### src/rtl/pulse_fifo_read_scheduler_if.sv
// Handshake bundle between the pulse-count FIFO read scheduler and its neighbours:
// FIFO read port on one side, the shared word offered to the TFT and UART consumers on the other.
interface pulse_fifo_read_scheduler_if #(
    parameter int DATA_W = 32
);
    logic              fifo_empty;
    logic              fifo_rd_en;
    logic [DATA_W-1:0] fifo_dout;
    logic [DATA_W-1:0] word_out;
    logic              tft_valid;
    logic              tft_ready;
    logic              uart_valid;
    logic              uart_ready;

    modport master (
        input  fifo_empty,
        input  fifo_dout,
        input  tft_ready,
        input  uart_ready,
        output fifo_rd_en,
        output word_out,
        output tft_valid,
        output uart_valid
    );

    modport slave (
        output fifo_empty,
        output fifo_dout,
        output tft_ready,
        output uart_ready,
        input  fifo_rd_en,
        input  word_out,
        input  tft_valid,
        input  uart_valid
    );
endinterface

### src/rtl/pulse_fifo_read_scheduler.sv
// Pops one pulse-count word per qualified 50 Hz tick and offers it to the TFT and UART
// consumers until both accept or the offer times out; keeps missed-tick/timeout diagnostics.
module pulse_fifo_read_scheduler #(
    parameter int DATA_W      = 32,
    parameter int TIMEOUT_CYC = 1600000
) (
    input  logic                        clk,
    input  logic                        rst_n,
    input  logic                        en,
    input  logic                        sync_tick,
    pulse_fifo_read_scheduler_if.master bus,
    output logic                        busy,
    output logic [15:0]                 missed_ticks,
    output logic [7:0]                  timeouts
);
    localparam int TO_W = $clog2(TIMEOUT_CYC);
    localparam logic [TO_W-1:0] TO_LAST = TO_W'(TIMEOUT_CYC - 1);

    typedef enum logic [1:0] {
        IDLE    = 2'd0,
        READ    = 2'd1,
        CAPTURE = 2'd2,
        OFFER   = 2'd3
    } state_t;

    state_t            state_r;
    logic              fifo_rd_en_r;
    logic              tft_valid_r;
    logic              uart_valid_r;
    logic              busy_r;
    logic [DATA_W-1:0] word_r;
    logic [TO_W-1:0]   to_cnt_r;
    logic [15:0]       missed_r;
    logic [7:0]        timeouts_r;

    logic              tft_left_s;
    logic              uart_left_s;
    logic              tick_drop_s;

    function automatic logic [15:0] sat_inc16(input logic [15:0] v);
        return (v == 16'hFFFF) ? v : v + 16'd1;
    endfunction

    function automatic logic [7:0] sat_inc8(input logic [7:0] v);
        return (v == 8'hFF) ? v : v + 8'd1;
    endfunction

    // Pending handshakes after this edge, and ticks that will be dropped rather than served.
    always_comb begin
        tft_left_s  = tft_valid_r & ~bus.tft_ready;
        uart_left_s = uart_valid_r & ~bus.uart_ready;
        tick_drop_s = sync_tick & ((state_r != IDLE) | (en & bus.fifo_empty));
    end

    // Transaction FSM with all outputs and diagnostics counters registered.
    always_ff @(posedge clk or negedge rst_n) begin
        if (!rst_n) begin
            state_r      <= IDLE;
            fifo_rd_en_r <= 1'b0;
            tft_valid_r  <= 1'b0;
            uart_valid_r <= 1'b0;
            busy_r       <= 1'b0;
            word_r       <= '0;
            to_cnt_r     <= '0;
            missed_r     <= 16'd0;
            timeouts_r   <= 8'd0;
        end else begin
            if (tick_drop_s) begin
                missed_r <= sat_inc16(missed_r);
            end else begin
                missed_r <= missed_r;
            end
            case (state_r)
                IDLE: begin
                    if (sync_tick && en && !bus.fifo_empty) begin
                        state_r      <= READ;
                        fifo_rd_en_r <= 1'b1;
                        busy_r       <= 1'b1;
                    end else begin
                        state_r      <= IDLE;
                    end
                end
                READ: begin
                    fifo_rd_en_r <= 1'b0;
                    state_r      <= CAPTURE;
                end
                CAPTURE: begin
                    word_r       <= bus.fifo_dout;
                    tft_valid_r  <= 1'b1;
                    uart_valid_r <= 1'b1;
                    to_cnt_r     <= '0;
                    state_r      <= OFFER;
                end
                OFFER: begin
                    // A handshake landing on the last allowed cycle still completes the transfer.
                    if (!tft_left_s && !uart_left_s) begin
                        tft_valid_r  <= 1'b0;
                        uart_valid_r <= 1'b0;
                        busy_r       <= 1'b0;
                        state_r      <= IDLE;
                    end else if (to_cnt_r == TO_LAST) begin
                        tft_valid_r  <= 1'b0;
                        uart_valid_r <= 1'b0;
                        busy_r       <= 1'b0;
                        timeouts_r   <= sat_inc8(timeouts_r);
                        state_r      <= IDLE;
                    end else begin
                        tft_valid_r  <= tft_left_s;
                        uart_valid_r <= uart_left_s;
                        to_cnt_r     <= to_cnt_r + TO_W'(1);
                    end
                end
                default: begin
                    state_r      <= IDLE;
                    fifo_rd_en_r <= 1'b0;
                    tft_valid_r  <= 1'b0;
                    uart_valid_r <= 1'b0;
                    busy_r       <= 1'b0;
                end
            endcase
        end
    end

    assign bus.fifo_rd_en = fifo_rd_en_r;
    assign bus.word_out   = word_r;
    assign bus.tft_valid  = tft_valid_r;
    assign bus.uart_valid = uart_valid_r;
    assign busy           = busy_r;
    assign missed_ticks   = missed_r;
    assign timeouts       = timeouts_r;
endmodule
### src/flat_wrapper.sv
// flat-port wrapper written by rule: the top's interface ports become plain ports
module pulse_fifo_read_scheduler_flat 
#(
    parameter int DATA_W      = 32,
    parameter int TIMEOUT_CYC = 1600000
)
  (clk, rst_n, en, sync_tick, busy, missed_ticks, timeouts, bus_fifo_empty, bus_fifo_dout, bus_tft_ready, bus_uart_ready, bus_fifo_rd_en, bus_word_out, bus_tft_valid, bus_uart_valid);
  pulse_fifo_read_scheduler_if #(.DATA_W(DATA_W)) bus_i ();
  input  logic clk;
  input  logic rst_n;
  input  logic en;
  input  logic sync_tick;
  output logic busy;
  output logic [15:0] missed_ticks;
  output logic [7:0] timeouts;
  input wire logic [$bits(bus_i.fifo_empty)-1:0] bus_fifo_empty;
  input wire logic [$bits(bus_i.fifo_dout)-1:0] bus_fifo_dout;
  input wire logic [$bits(bus_i.tft_ready)-1:0] bus_tft_ready;
  input wire logic [$bits(bus_i.uart_ready)-1:0] bus_uart_ready;
  output wire logic [$bits(bus_i.fifo_rd_en)-1:0] bus_fifo_rd_en;
  output wire logic [$bits(bus_i.word_out)-1:0] bus_word_out;
  output wire logic [$bits(bus_i.tft_valid)-1:0] bus_tft_valid;
  output wire logic [$bits(bus_i.uart_valid)-1:0] bus_uart_valid;
  assign bus_i.fifo_empty = bus_fifo_empty;
  assign bus_i.fifo_dout = bus_fifo_dout;
  assign bus_i.tft_ready = bus_tft_ready;
  assign bus_i.uart_ready = bus_uart_ready;
  assign bus_fifo_rd_en = bus_i.fifo_rd_en;
  assign bus_word_out = bus_i.word_out;
  assign bus_tft_valid = bus_i.tft_valid;
  assign bus_uart_valid = bus_i.uart_valid;
  pulse_fifo_read_scheduler #(.DATA_W(DATA_W), .TIMEOUT_CYC(TIMEOUT_CYC)) u_core (.clk(clk), .rst_n(rst_n), .en(en), .sync_tick(sync_tick), .bus(bus_i), .busy(busy), .missed_ticks(missed_ticks), .timeouts(timeouts));
endmodule
### config.mk
export PLATFORM = sky130hd
export DESIGN_NAME = pulse_fifo_read_scheduler_flat
export DESIGN_NICKNAME = d
export VERILOG_FILES = /design/src/rtl/pulse_fifo_read_scheduler_if.sv /design/src/rtl/pulse_fifo_read_scheduler.sv /design/src/flat_wrapper.sv
export SDC_FILE = /design/constraint.sdc
export NUM_CORES = 1
export LEC_CHECK = 0
export ABC_CLOCK_PERIOD_IN_PS = 2400
export CAP_MARGIN = 20
export CORE_ASPECT_RATIO = 0.75
export CORE_MARGIN = 3
export CORE_UTILIZATION = 40
export CTS_BUF_LIST = sky130_fd_sc_hd__clkbuf_2 sky130_fd_sc_hd__clkbuf_4 sky130_fd_sc_hd__clkbuf_8
export DETAILED_ROUTE_END_ITERATION = 7
export GPL_TIMING_DRIVEN = 0
export PLACE_DENSITY = 0.77
export SLEW_MARGIN = 0
export SYNTH_ARGS = -nofsm -noshare
export SYNTH_HDL_FRONTEND = slang
export SYNTH_SLANG_ARGS = --single-unit
### constraint.sdc
create_clock -name clk -period 2.4 [get_ports clk]
set_clock_uncertainty 0.1 [all_clocks]
set_input_delay 0.48 -clock clk [delete_from_list [all_inputs] [get_ports clk]]
set_output_delay 0.48 -clock clk [all_outputs]
set_load 0.02 [all_outputs]
* Word-level counts from Yosys, hierarchy flattened
Cells that the tools add are included.
** Storage, ports and cells
- Flip-flop bits (word level) :: 83
- Latch bits :: 0
- Bits in writable memories :: 0
- Memory bits (read-only) :: 0
- Output and inout port bits :: 60
- Logic and storage cells :: 66
- Memories kept :: 0
** Operators by class
- Add/subtract/negate cells :: 3
- Multipliers :: 0
- Divide/modulo/power cells :: 0
- Order comparisons :: 0
- Equal/unequal tests :: 10
- Shift operators :: 0
- Multiplexer cells :: 18
- Bitwise operators :: 10
- Reduce and logical (&&, ||, !) cells :: 16
** Operators with widths (number)
- 21-bit two-way mux :: 2
- 21-bit case mux with 2 select lines :: 1
- 21-bit by 1-bit adder with 21-bit output (second input constant) :: 1
- 21-bit equality test (second input constant) :: 1
- 16-bit by 1-bit adder with 16-bit output (second input constant) :: 1
- 16-bit equality test (second input constant) :: 1
- 8-bit by 1-bit adder with 8-bit output (second input constant) :: 1
- 8-bit equality test (second input constant) :: 1
- 1-bit two-way mux :: 8
- 1-bit case mux with 2 select lines :: 4
- 2-bit case mux with 4 select lines :: 1
- 2-bit nonzero test :: 4
- 3-bit AND reduction :: 2
- 1-bit NOT :: 5
- 1-bit bitwise AND :: 4
- 2-bit equality test (second input constant) :: 2
- 2-bit two-way mux :: 2
- 2-bit != test (second input constant) :: 2
- 2-bit AND reduction :: 2
- 4-bit AND reduction :: 1
- 1-bit logical AND :: 3
- 1-bit logical NOT :: 3
- 3-bit by 1-bit != test with 1-bit output (second input constant) :: 1
- 2-bit by 1-bit equality test with 1-bit output (second input constant) :: 1
- 3 further kinds :: 3

* Longest topological paths before layout
- Depth in word-level cells :: 6
- Depth in mapped cells :: 8
- Depth with buffers taken out :: 7

* Worst setup path before layout
No wires, ideal clock.
- Kind :: reg2reg
- Start :: register u_core.to_cnt_r[16]
- End :: register u_core.timeouts_r[5], in the netlist u_core.timeouts[5]
- Library setup time :: 0.080 ns
- Arrival :: 1.890 ns
- Required time :: 2.220 ns
- Slack :: 0.330 ns
- Cell stages (with the launch flop) :: 6
- Path buffers :: 0
- Clock period less this slack :: 2.070 ns
- Cell sequence :: dfrtp_1 -> or4_4 -> nor4_4 -> o2111ai_4 -> nor3_1 -> xor2_1
** Between the ends
- Longest elaborated chain between the ends :: 2
** Ends and longest elaborated chain
- from (decl) :: RTL line pulse_fifo_read_scheduler.sv:32 : logic [TO_W-1:0] to_cnt_r;
- from (signal assigned) :: RTL line pulse_fifo_read_scheduler.sv:110 : to_cnt_r <= to_cnt_r + TO_W'(1);
- 21-bit equality test :: RTL line pulse_fifo_read_scheduler.sv:101 : end else if (to_cnt_r == TO_LAST) begin
- 4-bit AND reduction (no source line)
- to (signal assigned) :: RTL line pulse_fifo_read_scheduler.sv:105 : timeouts_r <= sat_inc8(timeouts_r);
- to (decl) :: RTL line pulse_fifo_read_scheduler.sv:34 : logic [7:0] timeouts_r;
No other way between the ends.
A chain may end at the register's enable or synchronous reset.

* Final worst setup path
- Start :: register u_core.state_r[0]
- End :: register u_core.missed_r[10], in the netlist u_core.missed_ticks[10]
** Between the ends
- Longest elaborated chain between the ends :: 4
** Ends and longest elaborated chain
- from (decl) :: RTL line pulse_fifo_read_scheduler.sv:26 : state_t state_r;
- from (signal assigned) :: RTL line pulse_fifo_read_scheduler.sv:58 : state_r <= IDLE;
- from (signal assigned) :: RTL line pulse_fifo_read_scheduler.sv:76 : state_r <= READ;
- from (signal assigned) :: RTL line pulse_fifo_read_scheduler.sv:80 : state_r <= IDLE;
- 2-bit nonzero test :: RTL line pulse_fifo_read_scheduler.sv:52 : tick_drop_s = sync_tick & ((state_r != IDLE) | (en & bus.fifo_empty));
- 1-bit OR :: RTL line pulse_fifo_read_scheduler.sv:52
- 1-bit bitwise AND :: RTL line pulse_fifo_read_scheduler.sv:52
- 2-bit AND reduction (no source line)
- to (signal assigned) :: RTL line pulse_fifo_read_scheduler.sv:69 : missed_r <= sat_inc16(missed_r);
- to (signal assigned) :: RTL line pulse_fifo_read_scheduler.sv:71 : missed_r <= missed_r;
- to (decl) :: RTL line pulse_fifo_read_scheduler.sv:33 : logic [15:0] missed_r;
No other way between the ends.

==> flow_summary_export.csv <==
group,metric,value,unit
run_status,status,"complete, no violations",
timing,rsz0062_at_grt,"yes",
place,place.gp.congestion,0.847,
timing,setup_ws,83.2,ps
power,sw_frac_of_total,0.366,
synth,synth_seq_cells,83,
power,finalPower,5740,uW
setup_path,cp_max_fo,5,
global_routing,grt_pass1_vias,3202,
place,port-buffer-count,98,
detailed_routing,num_vias,3001,
power,power.density,1100,nW/um^2
cts,clk_latency,360,ps
synth,ys_types,47,
timing,period_needed,2320,ps
cts,cts_buffer_depth,2,
detailed_routing,first_pass_iters,4,
timing,min_period_over_period,0.965,
layout,fin_util,0.571,
place,dp_hpwl,6440,microns
cts,cts_tree,"done",
layout,area_growth,37.6,%
job,maxCapViolCount,0,
place,place_ws,-100,ps
synth,avgSynthCellArea,11.6,sq um
global_routing,overflow,0,
timing,tightest_slew,798,ps
synth,ys_warn_count,0,
cts,cts_made_buffers,9,
layout,fillers,800,
power,p_int,3640,uW
layout,fin_nets,486,
synth,synth_edf_count,0,
setup_path,r2r_slack,80,ps
setup_path,critical_path_class,"reg2reg",
synth,synthArstFlopShare,1.00,
synth,ys_seq_area_frac,0.547,
global_routing,grt_pass1_wl,15300,microns
detailed_routing,dr.first_iter.drc_count,168,
floorplanning,core_region_area,9160,sq um
worst_hold_path,min_path_type,"reg2reg",
setup_path,worstPathRequired,2600,ps
timing,finalSetupViolations,0,
cts,clk_pin_slew,90,ps
timing,fin_tns_setup,0,ps
layout,regArea,2080,sq um
power,p_clk_frac,0.197,
floorplanning,row_count,30,
floorplanning,dieArea,10700,sq um
cts,htreeDepth,3,
synth,synth_nets,374,
global_routing,globalRouteTotalUtil,0.175,
layout,drive_gt1_frac,0.160,
timing,report.final.slew_viol_count,0,
timing,timing.final.hold_violations,0,
synth,synth_common_cells,"dfrtp_1, mux2_2, nand2_1, nor2_1",
power,p_sw,2100,uW
setup_path,arrival,2510,ps
global_routing,grt_max_degree,66,
power,pwr-share-seq,0.366,
timing,whs,403,ps
power,p_leak,0.00224,uW
synth,yosysTopAreaCellShare,0.547,
cts,cts.sink_count,83,
synth,syn-cell-area,3800,sq um
floorplanning,die_h,90.4,microns
power,p_comb_frac,0.437,
timing,fmax,0.432,GHz
synth,synthCells,328,
timing,slew_headroom,0.465,
detailed_routing,routedWlPerCell,15.7,microns
detailed_routing,post_drt_via_cell_ratio,5.24,
synth,yosysTopAreaCell,"dfrtp_1",
setup_path,startpoint_type,"flop",
detailed_routing,drtAntennaViolNets,0,
power,ir_drop,0.809,mV
setup_path,endpoint_kind,"flop",
layout,multi_input_area,1680,sq um
floorplanning,die_x,119,microns
floorplanning,start_util,0.415,
global_routing,antenna_found_initial,0,
synth,synth_most_common_cell,"dfrtp_1",
cts,cts-root-buf,"clkbuf_8",
detailed_routing,drc,0,
layout,antenna_cells,0,
synth,synthFlopType,"dfrtp_1",
synth,synth_area_leaders,"dfrtp_1, mux2_2, xor2_1, nand2_1, xnor2_1",
detailed_routing,wirelength,9020,microns
floorplanning,pin_count,99,
-- state kept, by name, summed over array words and instances, names as in the netlist --
| signal | flops |
|---|---|
| u_core.bus.word_out | 32 |
| u_core.bus.uart_valid | 1 |
| u_core.missed_ticks | 16 |
| u_core.busy | 1 |
| u_core.state_r | 2 |
| u_core.bus.tft_valid | 1 |
| u_core.timeouts | 8 |
| u_core.bus.fifo_rd_en | 1 |
| u_core.to_cnt_r | 21 |
-- critical path: stages (launching register included) --
cell and delay [ps]:
dfrtp_1 400, inv_1 90, ha_1 240, a21bo_2 200
nand2_1 120, nor4_1 650, nor3b_1 300, xor2_1 160
-- layer usage --
layer / part of all wire / routed length [microns] / GRT usage / vias up
met5: 0 / 0 / 0 / -
met4: 0.0069 / 62 / 0.0338 / 0
met3: 0.10 / 944 / 0.0914 / 6
met2: 0.45 / 4090 / 0.279 / 114
met1: 0.43 / 3920 / 0.215 / 1480
li1: - / - / - / 1401
-- power by group through the flow --
stage / Sequential [uW] / Combinational (uW) / Clock, uW
final: 2100 / 2510 / 1130
after global routing: 2150 / 2690 / 1220
after CTS: 2100 / 2530 / 1170
after detailed placement: 2110 / 2510 / 0
after global placement: 2090 / 2450 / 0
after floorplan: 2530 / 936 / 0
-- cell families after synthesis --
logic type,after synthesis,synth area share
AOI/OAI and AO/OA,38,0.0708
xor gates and xnor gates,28,0.0645
and+or+nand+nor,115,0.158
DFF,83,0.547
muxes,41,0.120
adders and majority gates,7,0.0230
buffers and inverters,16,0.0171
-- metrics by stage --
step	instance area (sq um)	instances
floorplan	3800	328
global placement	4940	554
detailed placement	4970	555
CTS	5200	572
global route	5230	573
finish	5230	573
-- timing repair --
item,in CTS,in global routing
resized for setup,1,8
cloned,0,0
hold endpoints to repair,18,0
pin swaps,1,1
buffers inserted,0,1
hold buffers,1,0
setup endpoints to repair,2,51
-- cell type report --
| type | instances | area share |
|---|---|---|
| clock buffers | 9 | 0.0237 |
| multi-input cells | 229 | 0.320 |
| flip-flops and latches | 83 | 0.397 |
| repair buffers | 101 | 0.196 |
| clock inverters | 7 | 0.0189 |
| plain buffers | 9 | 0.00814 |
| well taps | 128 | 0.0306 |
| inverters | 7 | 0.00503 |
-- cell usage in the layout (no fill, tap or decap), types with 3 or more instances in the layout --
cell	synthesis	layout
mux2_2	35	35
nand3_1	16	16
xor2_1	16	16
dfrtp_1	83	83
clkbuf_1	7	4
nor2_1	23	22
ha_1	7	7
clkbuf_2	1	4
a21oi_1	8	8
mux2i_1	6	6
nor3_1	10	10
o21ai_0	11	11
clkdlybuf4s50_1	0	97
inv_1	7	7
xnor2_1	12	12
buf_4	1	3
nor4_1	4	3
nand2_1	29	29
nand4_1	15	15
clkbuf_8	0	9
and3_1	3	3
-- worst paths after layout --
check | start | end | cells after the start
setup / recovery | u_core.state_r[0] | u_core.missed_ticks[10] | 7
hold / removal | u_core.missed_ticks[11] | u_core.missed_ticks[11] | 1
setup reg to reg | u_core.state_r[0] | u_core.missed_ticks[10] | 7
hold reg to reg | u_core.missed_ticks[11] | u_core.missed_ticks[11] | 1
max in group asynchronous | rst_n | u_core.timeouts[6] | 3
min in group asynchronous | rst_n | u_core.bus.word_out[2] | 2
Power figures use the tool's default switching activity.
